`src/rtl/ram_16x4_master.sv`:
```
// ram_16x4_master: valid/ready bus master driving a 16x4 synchronous RAM (read, write, fill, reserved-op reject)
//   clk, reset          rising-edge clock; asynchronous active-high reset
//   req_valid/req_ready request handshake, transfer on req_valid && req_ready at posedge
//   req_op              00 read, 01 write, 10 fill, 11 reserved (rejected with resp_err)
//   req_addr, req_wdata target address, write/fill data
//   resp_valid          one-cycle completion strobe; resp_rdata read data; resp_err reserved-op flag
//   mem_csn, mem_rwn    RAM chip select (active low), read/not-write
//   mem_addr, mem_datain, mem_dataout  RAM address, write data, read data
module ram_16x4_master #(
    parameter int ADDR_W   = 4,
    parameter int DATA_W   = 4,
    parameter int READ_LAT = 1
) (
    input  logic              clk,
    input  logic              reset,
    input  logic              req_valid,
    output logic              req_ready,
    input  logic [1:0]        req_op,
    input  logic [ADDR_W-1:0] req_addr,
    input  logic [DATA_W-1:0] req_wdata,
    output logic              resp_valid,
    output logic [DATA_W-1:0] resp_rdata,
    output logic              resp_err,
    output logic              mem_csn,
    output logic              mem_rwn,
    output logic [ADDR_W-1:0] mem_addr,
    output logic [DATA_W-1:0] mem_datain,
    input  logic [DATA_W-1:0] mem_dataout
);
    localparam int CW = READ_LAT > 1 ? $clog2(READ_LAT) : 1;
    typedef enum logic [2:0] {IDLE, WRITE, READ, RWAIT, FILL, RESP} state_t;
    state_t            state, state_n;
    logic [CW-1:0]     cnt, cnt_n;
    logic              ready_n, rv_n, err_n, csn_n, rwn_n;
    logic [ADDR_W-1:0] addr_n;
    logic [DATA_W-1:0] din_n, rd_n;
    // Every output is computed one cycle ahead here and registered below,
    // so the RAM pins and response strobe come straight from flops.
    always_comb begin
        state_n = state;
        cnt_n   = cnt;
        rv_n    = 1'b0;
        err_n   = 1'b0;
        csn_n   = 1'b1;
        rwn_n   = 1'b1;
        addr_n  = mem_addr;
        din_n   = mem_datain;
        rd_n    = resp_rdata;
        case (state)
            // RESP is the strobe cycle; it is also idle so a new request can follow with no bubble
            IDLE, RESP: begin
                state_n = IDLE;
                if (req_valid && req_ready) begin
                    case (req_op)
                        2'b00: begin
                            state_n = READ;
                            csn_n   = 1'b0;
                            addr_n  = req_addr;
                        end
                        2'b01: begin
                            state_n = WRITE;
                            csn_n   = 1'b0;
                            rwn_n   = 1'b0;
                            addr_n  = req_addr;
                            din_n   = req_wdata;
                        end
                        2'b10: begin
                            state_n = FILL;
                            csn_n   = 1'b0;
                            rwn_n   = 1'b0;
                            addr_n  = '0;
                            din_n   = req_wdata;
                        end
                        2'b11: begin
                            state_n = RESP;
                            rv_n    = 1'b1;
                            err_n   = 1'b1;
                        end
                    endcase
                end
            end
            WRITE: begin
                state_n = RESP;
                rv_n    = 1'b1;
            end
            READ: begin
                state_n = RWAIT;
                cnt_n   = '0;
            end
            RWAIT: begin
                if (cnt == CW'(READ_LAT - 1)) begin
                    state_n = RESP;
                    rv_n    = 1'b1;
                    rd_n    = mem_dataout;
                end else begin
                    cnt_n = cnt + 1'b1;
                end
            end
            FILL: begin
                if (mem_addr == {ADDR_W{1'b1}}) begin
                    state_n = RESP;
                    rv_n    = 1'b1;
                end else begin
                    csn_n  = 1'b0;
                    rwn_n  = 1'b0;
                    addr_n = mem_addr + 1'b1;
                end
            end
            default: state_n = IDLE;
        endcase
        ready_n = (state_n == IDLE) || (state_n == RESP);
    end
    always_ff @(posedge clk or posedge reset) begin
        if (reset) begin
            state      <= IDLE;
            cnt        <= '0;
            req_ready  <= 1'b0;
            resp_valid <= 1'b0;
            resp_err   <= 1'b0;
            resp_rdata <= '0;
            mem_csn    <= 1'b1;
            mem_rwn    <= 1'b1;
            mem_addr   <= '0;
            mem_datain <= '0;
        end else begin
            state      <= state_n;
            cnt        <= cnt_n;
            req_ready  <= ready_n;
            resp_valid <= rv_n;
            resp_err   <= err_n;
            resp_rdata <= rd_n;
            mem_csn    <= csn_n;
            mem_rwn    <= rwn_n;
            mem_addr   <= addr_n;
            mem_datain <= din_n;
        end
    end
endmodule
```
`config.mk`:
```
export PLATFORM = sky130hd
export DESIGN_NAME = ram_16x4_master
export DESIGN_NICKNAME = d
export VERILOG_FILES = /design/src/rtl/ram_16x4_master.sv
export SDC_FILE = /design/constraint.sdc
export NUM_CORES = 1
export LEC_CHECK = 0
export ABC_AREA = 1
export ABC_CLOCK_PERIOD_IN_PS = 1400
export CAP_MARGIN = 20
export CORE_ASPECT_RATIO = 0.6
export CORE_MARGIN = 2
export CORE_UTILIZATION = 45
export CTS_CLUSTER_DIAMETER = 200
export CTS_CLUSTER_SIZE = 30
export DETAILED_ROUTE_END_ITERATION = 10
export GPL_ROUTABILITY_DRIVEN = 0
export HOLD_SLACK_MARGIN = 0.06
export PLACE_DENSITY = 0.79
export SLEW_MARGIN = 5
export SYNTH_ARGS = -nofsm -noshare
export SYNTH_HDL_FRONTEND = slang
export SYNTH_SLANG_ARGS = --single-unit
```
`constraint.sdc`:
```
create_clock -name clk -period 1.4 [get_ports clk]
set_input_delay 0.21 -clock clk [delete_from_list [all_inputs] [get_ports clk]]
set_output_delay 0.21 -clock clk [all_outputs]
set_load 0.005 [all_outputs]
```
==> impl_metrics.tcl <==
set metrics [dict create \
    clock_power_share_pct 14.6 \
    p_seq_share_pct 26.4 \
    power_density_nw_per_um2 2260 \
    min_period_ns 1.38 \
    hp-class "input port to async pin" \
    synth_seq_cells 20 \
    critPathMaxStageDelay_ns 0.51 \
    cp.arrival_ns 1.58 \
    core_area_um2 2230 \
    vias_per_cell 4.99 \
    grt_pass1_vias 1028 \
    cp.required_ns 1.60 \
    clkTransAtPathRegs_ns 0.07 \
    p_sw_share_pct 37.7 \
    wl_mm 3.20 \
    crit_chain "clkdlybuf4s50_1, inv_1, ha_1, inv_2, nand3_1, nand2_1, nand2_1, nand2_2, nand2_1, nand2_1" \
    endpoint_kind "flip-flop" \
    cts_buffers 3 \
    use_met1_pct 31.2 \
    placed_area_um2 1550 \
    worstSkewPairLatency_ns 0.26 \
    leakagePower_nw 0.877 \
    met2_usage_pct 35.1 \
    rsz0062_at_grt "yes" \
    pre_cts_slack_ns -0.248 \
    comb_power_share_pct 59.0 \
    crit_top_cell "nand2_1" \
    antenna_cells 0 \
    max_slew.worst_pin.slew_ns 0.319 \
    path_max_fanout 4 \
    placementRows 13 \
    antenna_found_initial 0 \
    synth_common_cells "nand2_1, dfrtp_1, inv_1, nand3_1, nor2_1" \
    cts_tree "built" \
    cts_root_buf "clkbuf_8" \
    yosys-top-cells-area "dfrtp_1, nand2_1, nand3_1" \
    drv_slew 0 \
    yosys.area.top_type_share_pct 41.2 \
    crit_slowest_cell "clkdlybuf4s50_1" \
    synth_warnings 0 \
    syn_area_um2 1090 \
    die_area_um2 2850 \
    grt_pass1_wl_mm 4.71 \
    initial_utilization_pct 49.1 \
    dpl.hpwl_mm 2.21 \
    slew_headroom_pct 78.5 \
    post_drt_wl_per_cell_um 14.5 \
    vias 1102 \
    max_freq_ghz 0.725 \
    grt_most_used_layer "met2" \
    die_height_um 42.2 \
    design_area_um2 1720 \
    cap_violations 0 \
    cpLargestDelayFamily "buffers and inverters" \
    report.final.setup_viol 0 \
    grt-ovfl-total 0 \
    htreeDepth 1 \
    intPower_w 0.00242 \
    areaGrowthSynthToFinish_pct 56.9 \
    use_met3_pct 5.38 \
    clockBufferDepth 2 \
    drtAntennaViolNets 0 \
    fp.dieW_um 67.6 \
    irDropWorstVdd_uv 1270 \
    fin_skew_ns 0.00399 \
    outcome "completed" \
    synthFlopType "dfrtp_1" \
    startpoint_type "input port" \
    dr.pass1.iters 4 \
    hold_viol_final 0 \
    fin_nets 214 \
    synth_fp_nets 161 \
    final_layout_size_suffix_gt1_share_pct 26.7 \
    async_reset_ff_share_pct 100 \
    synth.avg_cell_area_um2 7.87 \
    cts.sinks 20 \
    min_period_over_period_pct 98.6 \
    ys_types 18 \
    io_buffers 33 \
    ys_seq_area_share_pct 46.0 \
    power.switching_w 0.00146 \
    utilization_pct 77.0 \
    worstSetupPathType "input port to flip-flop" \
    synthCells 139 \
    drc_errors 0 \
    yosys.area.top_type "dfrtp_1" \
    track_usage_pct 22.6 \
    ios 34 \
    synth_edf_count 0 \
    fin_tns_setup_ns 0 \
    grt_max_degree 21 \
    critPathBufInv 3 \
    drtIter0Drc 108 \
    synth.most_common_cell "nand2_1" \
    setup_ws_ns 0.0199 \
]
==> tightest hold or removal path, stage by stage <==
cell and delay [ns]:
clkdlybuf4s50_1 0.39, inv_1 0.05, buf_4 0.25
==> registers in the layout, indices dropped and copies added, names as in the netlist <==
register	flops
mem_addr	4
req_ready	1
resp_err	1
state	3
resp_valid	1
mem_datain	4
mem_rwn	1
resp_rdata	4
mem_csn	1
==> repair_timing <==
| item | CTS | global route |
|---|---|---|
| pin swaps | 0 | 3 |
| buffers inserted | 1 | 2 |
| gates resized for setup | 5 | 22 |
| endpoints found under the setup margin | 9 | 12 |
| cloned | 0 | 1 |
| hold buffers | 0 | 0 |
==> metal layers <==
layer	vias to the layer above	share of wire (%)
met2	44	48
met3	2	6.5
met1	515	45
li1	541	-
met4	0	0.84
met5	-	0
==> power by group through the flow <==
stage	Sequential, W	Clock [W]	Combinational, W
floorplan	0.00105	0	0.000971
global placement	0.00102	0	0.00188
detailed placement	0.00104	0	0.00192
CTS	0.00101	0.000580	0.00193
global route	0.00105	0.000625	0.00249
finish	0.00102	0.000568	0.00229
==> final cells by class <==
type | count | area, µm²
tap | 30 | 37.5
clock inverter | 1 | 30.0
timing repair buffer | 50 | 492
multi-input combinational | 98 | 538
clock buffer | 3 | 41.3
sequential | 20 | 505
inverter | 19 | 71.3
fill | 142 | 513
==> placed cells by master, fill, tap and decap left out, types with 2 or more instances in the layout <==
cell type and n:
nand2_1 36, clkdlybuf4s50_1 27, nand3_1 16, dfrtp_1 16, buf_4 14, inv_1 13, nor2_1 11, nand2_2 8
o21ai_0 8, inv_2 6, mux2_2 4, dlygate4sd2_1 4, ha_1 3, clkbuf_8 3, nor2_4 2, a21oi_2 2
ha_2 2, dfstp_2 2, dlymetal6s2s_1 2, dfrtp_2 2
==> through the flow <==
stage / hold slack, ns / instances / power, W
after floorplan: 0.172 / 139 / 0.00202
after global placement: 0.455 / 213 / 0.00290
after detailed placement: 0.458 / 213 / 0.00296
after CTS: 0.271 / 218 / 0.00353
after global routing: 0.301 / 221 / 0.00416
final: 0.263 / 221 / 0.00388
==> path summary, 6_finish.rpt <==
path | to | slack, ns | cells past startpoint | start
hold / removal | resp_rdata[3] | 0.26 | 3 | reset
setup reg to reg | mem_addr[2] | 0.03 | 8 | mem_addr[0]
max in group asynchronous | mem_csn | 0.87 | 3 | reset
hold reg to reg | mem_datain[2] | 0.47 | 2 | mem_datain[2]
setup / recovery | mem_addr[2] | 0.02 | 10 | req_op[0]
min in group clk | mem_datain[2] | 0.47 | 2 | mem_datain[2]
==> kinds of logic (layout without fill, tap and decap cells) <==
logic type / after synthesis / in the layout / synth area share, %
buf+inv: 21 / 73 / 8.24
fa+ha+maj: 5 / 5 / 5.72
xor+xnor: 1 / 1 / 0.801
compound gates: 13 / 13 / 6.29
simple gates: 75 / 75 / 28.8
flops: 20 / 20 / 46.0
mux: 4 / 4 / 4.12
Power figures use the tool's default switching activity.
